**config.mk**
```make
export PLATFORM = sky130hd
export DESIGN_NAME = window_gen
export DESIGN_NICKNAME = d
export VERILOG_FILES = /design/src/rtl/cnn1d_pkg.sv /design/src/rtl/window_gen.sv
export SDC_FILE = /design/constraint.sdc
export NUM_CORES = 1
export LEC_CHECK = 0
export BUFFER_PORTS_ARGS = -buffer_cell sky130_fd_sc_hd__clkbuf_2
export CAP_MARGIN = 20
export CORE_MARGIN = 2
export CORE_UTILIZATION = 54
export CTS_CLUSTER_DIAMETER = 40
export DETAILED_ROUTE_END_ITERATION = 8
export PLACE_DENSITY = 0.78
export RECOVER_POWER = 50
export SLEW_MARGIN = 20
export SYNTH_ARGS = -nofsm -noshare
export SYNTH_HDL_FRONTEND = slang
export SYNTH_SLANG_ARGS = --single-unit
```
**constraint.sdc**
```tcl
create_clock -name clk -period 2.1 [get_ports clk]
set_clock_uncertainty 0.1 [all_clocks]
set_input_delay 0.315 -clock clk [delete_from_list [all_inputs] [get_ports clk]]
set_output_delay 0.315 -clock clk [all_outputs]
set_load 0.01 [all_outputs]
```
**src/rtl/cnn1d_pkg.sv**
```systemverilog
// rtl/cnn1d_pkg.sv - shared sizing helpers for the 1D CNN datapath
package cnn1d_pkg;

    function automatic int clog2(input int value);
        int r;
        r = 0;
        for (int v = value - 1; v > 0; v = v >> 1) begin
            r = r + 1;
        end
        return r;
    endfunction

    // Windows that fit entirely inside one sequence; also used for layer sizing.
    function automatic int num_windows(input int seq_len, input int kernel_size, input int stride);
        return (seq_len - kernel_size) / stride + 1;
    endfunction

endpackage

```
**src/rtl/window_gen.sv**
```systemverilog
// rtl/window_gen.sv - sliding-window generator feeding the neuron stage
module window_gen
    import cnn1d_pkg::*;
#(
    parameter int DATA_WIDTH  = 12,
    parameter int KERNEL_SIZE = 3,
    parameter int STRIDE      = 1,
    parameter int SEQ_LEN     = 16
) (
    input  logic                  clk,
    input  logic                  rst,
    output logic                  window_ready_in,
    input  logic                  window_valid_in,
    input  logic [DATA_WIDTH-1:0] window_data_in,
    input  logic                  window_ready_out,
    output logic                  window_valid_out,
    output logic [DATA_WIDTH-1:0] window_data_out [0:KERNEL_SIZE-1],
    output logic                  window_last_out
);

    localparam int IDX_W   = (clog2(SEQ_LEN) < 1) ? 1 : clog2(SEQ_LEN);
    localparam int PH_W    = (clog2(STRIDE) < 1) ? 1 : clog2(STRIDE);
    localparam int NUM_WIN = num_windows(SEQ_LEN, KERNEL_SIZE, STRIDE);

    localparam logic [IDX_W-1:0] FIRST_IDX = IDX_W'(KERNEL_SIZE - 1);
    localparam logic [IDX_W-1:0] LAST_IDX  = IDX_W'(KERNEL_SIZE - 1 + (NUM_WIN - 1) * STRIDE);
    localparam logic [IDX_W-1:0] END_IDX   = IDX_W'(SEQ_LEN - 1);
    localparam logic [PH_W-1:0]  PH_MAX    = PH_W'(STRIDE - 1);

    logic [DATA_WIDTH-1:0] r_shift [0:KERNEL_SIZE-1];
    logic [DATA_WIDTH-1:0] r_data  [0:KERNEL_SIZE-1];
    logic [IDX_W-1:0]      r_idx;
    logic [PH_W-1:0]       r_phase;
    logic                  r_valid;
    logic                  r_last;

    logic [DATA_WIDTH-1:0] w_shift_next [0:KERNEL_SIZE-1];
    logic                  w_accept;
    logic                  w_emit;

    assign window_ready_in  = ~r_valid | window_ready_out;
    assign window_valid_out = r_valid;
    assign window_last_out  = r_last;
    assign window_data_out  = r_data;

    assign w_accept = window_valid_in & window_ready_in;
    // Phase only advances once a full kernel is present, so phase==0 marks stride alignment.
    assign w_emit   = w_accept && (r_idx >= FIRST_IDX) && (r_phase == '0);

    always_comb begin
        for (int j = 0; j < KERNEL_SIZE - 1; j++) begin
            w_shift_next[j] = r_shift[j+1];
        end
        w_shift_next[KERNEL_SIZE-1] = window_data_in;
    end

    always_ff @(posedge clk) begin
        if (rst) begin
            for (int j = 0; j < KERNEL_SIZE; j++) begin
                r_shift[j] <= '0;
                r_data[j]  <= '0;
            end
            r_idx   <= '0;
            r_phase <= '0;
            r_valid <= 1'b0;
            r_last  <= 1'b0;
        end else begin
            if (w_accept) begin
                r_shift <= w_shift_next;
                if (r_idx == END_IDX) begin
                    r_idx   <= '0;
                    r_phase <= '0;
                end else begin
                    r_idx <= r_idx + IDX_W'(1);
                    if (r_idx >= FIRST_IDX) begin
                        r_phase <= (r_phase == PH_MAX) ? '0 : r_phase + PH_W'(1);
                    end
                end
            end

            // A new window replaces the old one in the same edge it is consumed.
            if (w_emit) begin
                r_data  <= w_shift_next;
                r_valid <= 1'b1;
                r_last  <= (r_idx == LAST_IDX);
            end else if (window_ready_out) begin
                r_valid <= 1'b0;
            end
        end
    end

endmodule

```
==> results.cfg <==
[finish]
layout-drive-gt1-share_pct = 11.1
antenna_cells = 0
area_growth_pct = 13.9
fin_util_pct = 63.3
design_area_um2 = 3210
fin_cells = 421
final_nets = 365
n_fill_cell = 456

[route]
drc_errors = 0
vias_per_cell = 5.27
vias = 2218
wirelength_um = 5650
wl_per_cell_um = 13.4
antenna_left = 0
drt_first_iter_violations = 196
dr.pass1.iters = 4

[sta]
fin_crit_ns = 1.85
worstMarginPinSlew_ns = 0.506
tns_ns = 0
fmax_mhz = 541
rsz0062_at_grt = false
hold_viol_final = 0
relSlewSlack_pct = 66.3
slew_violations = 0
fin_crit_sh_pct = 88.1
final-setup-viol-count = 0

[synthesis]
synth_seq_cells = 66
synth.top_cell.area_share_pct = 46.9
ys_warn_count = 0
synth_nets = 319
synthTopCellsByArea = dfxtp_1 47%, nand2b_1 16%, mux2i_1 13%, nand3_1 5.0%, a21oi_1 4.8%
syn_inst = 301
ys_seq_area_share_pct = 46.9
synth.avg_cell_area_um2 = 9.37
yosysUniqueCellTypes = 24
synth_area_leader_cell = dfxtp_1
synth.cell_area_um2 = 2820

[clock_network]
cts.htree.levels = 3
ctsRootBufferMaster = clkbuf_8
insertion_delay_ns = 0.34
clkTransAtPathRegs_ns = 0.07
postCtsHoldBufs = 0
cts_setup_buffers = 0
clkSinkCount = 66
cts.repair.resized = 0
cts_tree = yes
cts_buffer_depth = 2
cts_made_buffers = 9

[place]
post_dp_cell_area_um2 = 3120
place_congestion = 0.770
portBuffers = 54
hpwl_um = 3580
dp_cells = 406

[pwr]
pwr-share-clk_pct = 36.4
power.share.sequential_pct = 52.4
ir_drop_mv = 0.449
switching_share_pct = 25.4
combPwrFrac_pct = 11.2
powerDensity_nw_per_um2 = 798
leakagePower_uw = 0.00113
intPower_uw = 1910
total_power_uw = 2560
p_sw_uw = 650

[floorplan]
start_util_pct = 55.5
coreArea_um2 = 5070
io_pins = 55
die_h_um = 76.3
die-area_um2 = 5810
fp.dieW_um = 76.3
row_count = 26

[grt]
grt_max_degree = 86
grt_pass1_wl_um = 9520
grt_usage_pct = 20.3
grt.overflow.total = 0
first_global_vias = 2025
antenna_found_initial = 0

[worst_setup_path]
r2r_start = r_idx[0]$_SDFFE_PP0P_
crit_type = reg -> reg
critPathMaxFanout = 27
worstPathRequired_ns = 2.21
worst_ep_arrival_time_ns = 1.96
crit_path_start = r_idx[0]$_SDFFE_PP0P_
start_kind = flip-flop
end_kind = flip-flop

[worst_hold_path]
hp-class = in -> reg
hp-start = window_data_in[7]

[run]
cap_violations = 0

[run_status]
outcome = finished clean
==> area by class of cell <==
class | instances | area, µm² | area share, %
Clock buffer | 12 | 155 | 4.83
Clock inverter | 3 | 15.0 | 0.468
Inverter | 3 | 11.3 | 0.351
Multi-Input combinational cell | 206 | 1340 | 41.7
Sequential cell | 66 | 1320 | 41.2
Tap cell | 70 | 87.6 | 2.73
Timing Repair Buffer | 61 | 283 | 8.81
==> cell usage after synthesis <==
library cell and number:
buf_6 5, nor2_1 1, nand4_1 1, clkbuf_1 13, buf_2 6, o21ai_0 26
a311oi_1 1, dfxtp_1 66, or4_1 1, ha_1 2, nor2b_1 2, nor4_2 1
nand3_1 28, inv_2 1, a31oi_1 1, a21oi_1 27, nor3_1 1, nand2b_1 74
mux2_2 1, nand2_1 2, inv_1 2, o32ai_1 1, mux2i_1 36, buf_1 2
==> final timing paths <==
check        slack, ns                               end  cells after the start
min reg2reg       0.37  window_data_out[35]$_SDFFE_PP0P_                      2
max               0.25  window_data_out[15]$_SDFFE_PP0P_                      6
max reg2reg       0.25  window_data_out[15]$_SDFFE_PP0P_                      6
min               0.13           r_shift[7]$_SDFFE_PP0P_                      3
==> per-stage QoR <==
step	worst slack, ns	hold slack (ns)
after floorplan	0.655	0.348
after global placement	0.528	0.359
after detailed placement	0.448	0.362
after CTS	0.236	0.130
after global routing	0.130	0.146
final	0.251	0.128
==> placed cells by master (no fill, tap or decap) <==
cell type | Yosys | layout
nand2b_1 | 74 | 74
nor4_1 | 0 | 1
a21oi_1 | 27 | 27
a31oi_1 | 1 | 1
nand3_1 | 28 | 28
inv_2 | 1 | 1
nor2_1 | 1 | 1
nand2_1 | 2 | 2
clkbuf_4 | 0 | 1
buf_12 | 0 | 1
buf_4 | 0 | 3
nand4_1 | 1 | 1
nor3_1 | 1 | 1
clkbuf_1 | 13 | 39
clkbuf_2 | 0 | 18
o32ai_1 | 1 | 1
ha_1 | 2 | 2
nor2b_1 | 2 | 2
or4_1 | 1 | 1
inv_1 | 2 | 2
a311oi_1 | 1 | 1
clkinv_2 | 0 | 3
dfxtp_1 | 66 | 66
mux2i_1 | 36 | 36
clkbuf_8 | 0 | 11
mux2_2 | 1 | 1
o21ai_0 | 26 | 26
==> critical path: stages, from the launching register on <==
cell and delay, ns:
dfxtp_1 0.37, inv_1 0.07, ha_1 0.19, nor4_1 0.29
nor3_1 0.10, clkbuf_4 0.37, mux2i_1 0.21
==> registers in the layout, summed over array words and instances (netlist names) <==
name	cells
window_data_out	36
r_idx	4
window_valid_out	1
window_last_out	1
r_shift	24
==> power groups by stage <==
stage / sequential [µW] / combinational (µW) / clock, µW
2_1_floorplan: 1380 / 211 / 0
3_3_place_gp: 1370 / 300 / 0
3_5_place_dp: 1370 / 306 / 0
4_1_cts: 1340 / 308 / 944
5_1_grt: 1350 / 315 / 1010
6_report: 1340 / 288 / 933
==> per-layer routing <==
layer	vias to the layer above	track usage [%]	part of all wire (%)
li1	1114	-	-
met1	1022	27.2	48
met2	68	30.9	45
met3	14	3.91	6.0
met4	0	10.9	1.6
met5	-	0	0
==> kinds of logic (layout without fill, tap and decap cells) <==
| kind of cell | after synthesis | in the layout | synth area share (%) |
|---|---|---|---|
| AO/OA/AOI/OAI | 56 | 56 | 10.3 |
| adder cells (fa/ha/maj) | 2 | 2 | 0.888 |
| buffers and inverters | 29 | 79 | 5.46 |
| flip-flops | 66 | 66 | 46.9 |
| multiplexers | 37 | 37 | 13.2 |
| AND/OR/NAND/NOR | 111 | 111 | 23.3 |
Power figures use the tool's default switching activity.
